### config.mk
export PLATFORM = sky130hd
export DESIGN_NAME = mem_port_arbiter
export DESIGN_NICKNAME = d
export VERILOG_FILES = /design/src/rtl/mem_port_arbiter_pkg.sv /design/src/rtl/arb_starve_counter.sv /design/src/rtl/mem_port_arbiter.sv
export SDC_FILE = /design/constraint.sdc
export NUM_CORES = 1
export LEC_CHECK = 0
export ABC_AREA = 1
export CORE_MARGIN = 4
export CORE_UTILIZATION = 30
export CTS_CLUSTER_DIAMETER = 150
export DETAILED_ROUTE_END_ITERATION = 10
export GPL_TIMING_DRIVEN = 1
export HOLD_SLACK_MARGIN = 0.02
export PLACE_DENSITY_LB_ADDON = 0.3
export SETUP_SLACK_MARGIN = 0.4
export SYNTH_ARGS = -nofsm -noshare
export SYNTH_HDL_FRONTEND = slang
export SYNTH_SLANG_ARGS = --single-unit
### constraint.sdc
create_clock -name clk -period 2.3 [get_ports clk]
set_input_delay 0.345 -clock clk [delete_from_list [all_inputs] [get_ports clk]]
set_output_delay 0.345 -clock clk [all_outputs]
set_load 0.005 [all_outputs]
### src/rtl/mem_port_arbiter_pkg.sv
// Types shared by the memory-port arbiter and its bench: FSM states, the
// registered request bundle and the canonical NOP encoding.
package rv32i_types;

    typedef enum logic [1:0] {
        IDLE   = 2'd0,
        BUSY_I = 2'd1,
        BUSY_D = 2'd2
    } arb_state_t;

    typedef struct packed {
        logic [31:0] addr;
        logic [3:0]  rmask;
        logic [3:0]  wmask;
        logic [31:0] wdata;
    } mem_req_t;

    localparam logic [31:0] NOP_INST = 32'h00000013;

endpackage

### src/rtl/arb_starve_counter.sv
// Counts consecutive D-side grants that bypassed a waiting I-side request;
// limit_hit hands the next grant to the I-side.
module arb_starve_counter #(
    parameter int MAX = 4,
    parameter int CW  = $clog2(MAX + 1)
) (
    input  logic          clk,
    input  logic          rst,
    input  logic          inc,
    input  logic          clr,
    input  logic [CW-1:0] sat,
    output logic          limit_hit
);

    logic [CW-1:0] cnt_q, cnt_d;

    always_comb begin
        cnt_d = cnt_q;
        if (clr)
            cnt_d = '0;
        else if (inc && (cnt_q < sat))
            cnt_d = cnt_q + CW'(1);
    end

    always_ff @(posedge clk or posedge rst) begin
        if (rst) cnt_q <= '0;
        else     cnt_q <= cnt_d;
    end

    assign limit_hit = (cnt_q >= sat);

endmodule

### src/rtl/mem_port_arbiter.sv
// Arbitrates the unified memory port between fetch (I) and memory stage (D);
// one outstanding request, registered at grant, response routed to owner.
module mem_port_arbiter
    import rv32i_types::*;
#(
    parameter int          STARVE_MAX = 4,
    parameter logic [31:0] RESET_ADDR = 32'h60000000
) (
    input  logic        clk,
    input  logic        rst,
    input  logic [31:0] imem_addr,
    input  logic [3:0]  imem_rmask,
    output logic [31:0] imem_rdata,
    output logic        imem_resp,
    input  logic [31:0] dmem_addr,
    input  logic [3:0]  dmem_rmask,
    input  logic [3:0]  dmem_wmask,
    input  logic [31:0] dmem_wdata,
    output logic [31:0] dmem_rdata,
    output logic        dmem_resp,
    input  logic        flush,
    output logic [31:0] mem_addr,
    output logic [3:0]  mem_rmask,
    output logic [3:0]  mem_wmask,
    output logic [31:0] mem_wdata,
    input  logic [31:0] mem_rdata,
    input  logic        mem_resp,
    output logic        busy
);

    localparam int CW = $clog2(STARVE_MAX + 1);

    arb_state_t state_q, state_d;
    mem_req_t   req_q, req_d;
    logic       kill_q, kill_d;

    logic i_req, d_req, in_idle, limit_hit;
    logic grant_i, grant_d;

    assign i_req   = |imem_rmask;
    assign d_req   = |(dmem_rmask | dmem_wmask);
    assign in_idle = (state_q == IDLE);

    // A flush in IDLE blocks the I grant; D can still take the port that cycle.
    assign grant_i = in_idle & i_req & ~flush & (limit_hit | ~d_req);
    assign grant_d = in_idle & d_req & ~grant_i;

    arb_starve_counter #(.MAX(STARVE_MAX), .CW(CW)) u_starve (
        .clk       (clk),
        .rst       (rst),
        .inc       (grant_d & i_req),
        .clr       (grant_i | (in_idle & ~i_req)),
        .sat       (CW'(STARVE_MAX)),
        .limit_hit (limit_hit)
    );

    always_comb begin
        state_d = state_q;
        req_d   = req_q;
        kill_d  = 1'b0;
        case (state_q)
            IDLE: begin
                if (grant_i) begin
                    req_d   = '{addr: imem_addr, rmask: imem_rmask, wmask: 4'h0, wdata: 32'h0};
                    state_d = BUSY_I;
                end else if (grant_d) begin
                    req_d   = '{addr: dmem_addr, rmask: dmem_rmask, wmask: dmem_wmask, wdata: dmem_wdata};
                    state_d = BUSY_D;
                end else begin
                    req_d.rmask = 4'h0;
                    req_d.wmask = 4'h0;
                end
            end
            BUSY_I: begin
                // The killed fetch still runs to completion on memory; only its response is dropped.
                kill_d = (kill_q | flush) & ~mem_resp;
                if (mem_resp) begin
                    req_d.rmask = 4'h0;
                    req_d.wmask = 4'h0;
                    state_d     = IDLE;
                end
            end
            BUSY_D: begin
                if (mem_resp) begin
                    req_d.rmask = 4'h0;
                    req_d.wmask = 4'h0;
                    state_d     = IDLE;
                end
            end
            default: state_d = IDLE;
        endcase
    end

    always_ff @(posedge clk or posedge rst) begin
        if (rst) begin
            state_q <= IDLE;
            req_q   <= '{addr: RESET_ADDR, rmask: 4'h0, wmask: 4'h0, wdata: 32'h0};
            kill_q  <= 1'b0;
        end else begin
            state_q <= state_d;
            req_q   <= req_d;
            kill_q  <= kill_d;
        end
    end

    assign mem_addr   = req_q.addr;
    assign mem_rmask  = req_q.rmask;
    assign mem_wmask  = req_q.wmask;
    assign mem_wdata  = req_q.wdata;
    assign busy       = ~in_idle;
    assign imem_resp  = mem_resp & (state_q == BUSY_I) & ~kill_q & ~flush;
    assign dmem_resp  = mem_resp & (state_q == BUSY_D);
    assign imem_rdata = mem_rdata;
    assign dmem_rdata = mem_rdata;

endmodule

==> metrics.md <==
| Metric | Value |
|---|---|
| Result of the run | finished clean |
| Power share of the combinational group | 50.9% |
| Pwr dens | 1270 mW/mm^2 |
| Primary FF master, synth | sky130_fd_sc_hd__dfrtp_1 |
| Synthesized-area fraction occupied by and/or/nand/nor cells | roughly a third |
| Die boundary height | 126 um |
| Clock net sink count | ~80 |
| Total CTS buffers | 9 |
| Number of nets in the synthesized netlist | approximately 650 |
| Via count of the first global-routing pass | 3915 |
| Syn avg cell area | about 8.3 sq um |
| Share of the yosys chip area belonging to registers | 47.0% |
| TritonCTS clock tree | yes |
| Count of unresolved DRC violations after routing | 0 |
| Critical setup path kind | reg -> out |
| Worst clock skew | 6.97 ps |
| Cell types with the largest area share after synthesis | sky130_fd_sc_hd__dfrtp_1, sky130_fd_sc_hd__nand3_1, sky130_fd_sc_hd__buf_4, sky130_fd_sc_hd__nand2_1, sky130_fd_sc_hd__buf_2 |
| Setup repair after global routing missed its margin | false |
| Post-Synth XOR/XNOR Area | 0% |
| Clock power share | 18.1% |
| Cell area after synthesis | 0.00415 sq mm |
| Met2 usage | 24.0% |
| Post-synth top area cell | sky130_fd_sc_hd__dfrtp_1 |
| Post-synth top area share | 45.8% |
| Ant. Diodes | 0 |
| Fraction of layout cells with a size suffix above 1 | under 10% |
| Min-Delay Path Class | reg -> reg |
| Sequential cell fraction of total power | 31.0% |
| WL final | 12200 um |
| Largest net degree at the start of global routing | 79 |
| Global routing's busiest layer | met2 |
| Hold Fails Final Rpt | 0 |
| Clock root buffer | sky130_fd_sc_hd__clkbuf_16 |
| Wirelength per Cell | 15.3 um |
| Number of buffer cells added on primary ports | 186 |
| Die Wd | 126 um |
| Required @ worst endpoint | about 2000 ps |
| Clock H-tree levels | 3 |
| Sum of overflow across all layers after global routing | 0 |
| Fin util | 45.5% |
| Most used standard cell by instance count after synthesis | sky130_fd_sc_hd__nand3_1 |
| Fraction of registers with async set or reset after synthesis | 100% |
| Global routing usage on met3 | 5.25% |
| Number of buffers added to fix hold violations after cts | 0 |
| Final critical delay including setup and external delays | around 1800 ps |
| Starting DRT DRC Count | around 250 |
| Tightest hold margin | 493 ps |
| Final #Nets | around 760 |
| Clock buffer depth | 2 |
| Number of enable-type register cells in the synthesized netlist | 0 |
| Total core area | about 0.013 sq mm |
| Normalized max-slew margin | 72.0% |
| Number of different library cells in the post-synthesis netlist | 26 |
| Placer Congestion | 0.824 |
| Drt via density | 4.87 |
| Starting utilization of the core area | 31.0% |
| Number of pins with negative max-slew slack in the final report | 0 |
| Max-cap check violation count | 0 |
| Final HPWL DP | just under 9000 um |
| Area share of fa/ha/maj cells after synthesis | 1.51% |
| GRT met1 Usage | 19.1% |
| Total power after layout | between 7 and 8 mW |
| Detail Route Antenna Nets | 0 |
| Area enclosed by the die boundary | 0.0158 sq mm |
| Global Route Usage Sum | between 10% and 20% |
| Clock slew at the register clock pins of the worst setup and hold paths | 60 ps |
| Length of the first detailed-routing pass in iterations | 5 |
| Top-level I/O count | 283 |
| Clock insertion delay at the later pin of the skew report | 330 ps |
| Final critical-path setup slack | 488 ps |
| CP endpoint kind | primary output |
| DR vias | 3874 |
| Number of instances in the synthesized netlist | 498 |
| Crit Path Max Fanout | 2 |
| Crit path DAT | between 1000 and 1500 ps |
| Accumulated negative setup slack | 0 ps |
| Area growth syn-to-layout | 46.9% |
| Peak VDD IR | 0.000559 V |
| Largest family of logic cells by synthesized area | simple AND/OR/NAND/NOR gates |
| Initial antenna violation count | 0 |
| Worst Max-Slew Pin Slew | 419 ps |
| Yosys reg bits | 78 |
| Share of synthesized area spent on multiplexers | 0% |
| Fraction of power spent switching nets | a little over a third |
| Fraction of the mapped netlist area in compound gates | 1.87% |
| Post-placement worst setup slack | 283 ps |
| Setup crit start kind | flop |
| Cell-internal power | approximately 4.9 mW |
| Number of standard-cell rows in the floorplan | 42 |
| Yosys warning count | 0 |
| Global-route wire length before repair | 19900 um |
| Static leakage | 2.77 nW |
| Highest clock frequency the design can meet | ~550 MHz |
| Commonest cells in the netlist | sky130_fd_sc_hd__nand3_1, sky130_fd_sc_hd__nand2_1, sky130_fd_sc_hd__dfrtp_1 |
| Switching power | approximately 2.8 mW |
| Number of setup violations in the final report | 0 |
| Portion of the clock cycle consumed by the worst path in the final layout | 78.8% |
repair_timing:
| action | CTS | global route |
|---|---|---|
| buffers inserted | 3 | 0 |
| gates resized for setup | 3 | 2 |
| setup endpoints to repair | 3 | 3 |
kinds of logic after synthesis:
kind of cell | Yosys count
fa+ha+maj | 5
compound gates | 10
flops | 78
buf+inv | 113
simple gates | 292
worst max-delay path, cell delays in order (launching register included):
cell and delay (ps):
sky130_fd_sc_hd__dfrtp_1 390, sky130_fd_sc_hd__buf_4 140, sky130_fd_sc_hd__ha_1 200, sky130_fd_sc_hd__and3_1 160, sky130_fd_sc_hd__dlygate4sd2_1 260
registers in the layout (all words and copies together) (netlist names):
| signal | flops |
|---|---|
| kill_q | 1 |
| mem_addr | 32 |
| mem_rmask | 4 |
| mem_wdata | 32 |
| mem_wmask | 4 |
| state_q | 2 |
| u_starve.cnt_q | 3 |
area by class of cell:
class                   instances  area [sq um]
fillers                      1273          7300
repair buffers                201          2060
flip-flops and latches         78          1950
multi-input cells             307          1500
clock buffers                  10           239
well taps                     176           220
inverters                      17          68.8
clock inverters                 6          61.3
power groups by stage:
stage,clock network (mW),logic [mW],registers [mW]
after global placement,0,3.89,2.40
after global routing,1.51,4.34,2.48
after detailed placement,0,3.95,2.41
after CTS,1.45,4.00,2.40
final,1.40,3.94,2.40
after floorplan,0,1.90,2.42
final timing paths:
path                            slack [ps]           end  depth (start not counted)         start
worst max-delay path                   490     imem_resp                          4    state_q[0]
worst min-delay path                   490  mem_rmask[0]                          2  mem_rmask[0]
worst max register to register         540  mem_wmask[0]                          8    state_q[0]
worst min register to register         490  mem_rmask[0]                          2  mem_rmask[0]
max in group asynchronous             1430  mem_addr[30]                          3           rst
min in group asynchronous              510  mem_wdata[5]                          3           rst
per-stage QoR:
step | instance area (sq um) | cells
after floorplan | 4160 | 498
after global placement | 5780 | 776
after detailed placement | 5780 | 776
after CTS | 6100 | 795
after global routing | 6100 | 795
final | 6100 | 795
layout by cell type (no fill, tap or decap), types with 4 or more instances in the layout:
cell type	n
sky130_fd_sc_hd__clkdlybuf4s50_1	183
sky130_fd_sc_hd__nand3_1	175
sky130_fd_sc_hd__nand2_1	94
sky130_fd_sc_hd__dfrtp_1	76
sky130_fd_sc_hd__nor2_1	14
sky130_fd_sc_hd__inv_1	13
sky130_fd_sc_hd__clkbuf_16	9
sky130_fd_sc_hd__buf_4	8
sky130_fd_sc_hd__buf_12	7
sky130_fd_sc_hd__o21ai_0	6
sky130_fd_sc_hd__clkinv_2	4
sky130_fd_sc_hd__ha_1	4
per-layer routing:
metal / routed length [um] / part of all wire (%) / up-vias
met1: 5120 / 42 / 1817
met5: 0 / 0 / -
met3: 1120 / 9.2 / 30
li1: - / - / 1822
met4: 275 / 2.3 / 0
met2: 5680 / 47 / 205
No activity file was read; power rests on OpenSTA's default activity.
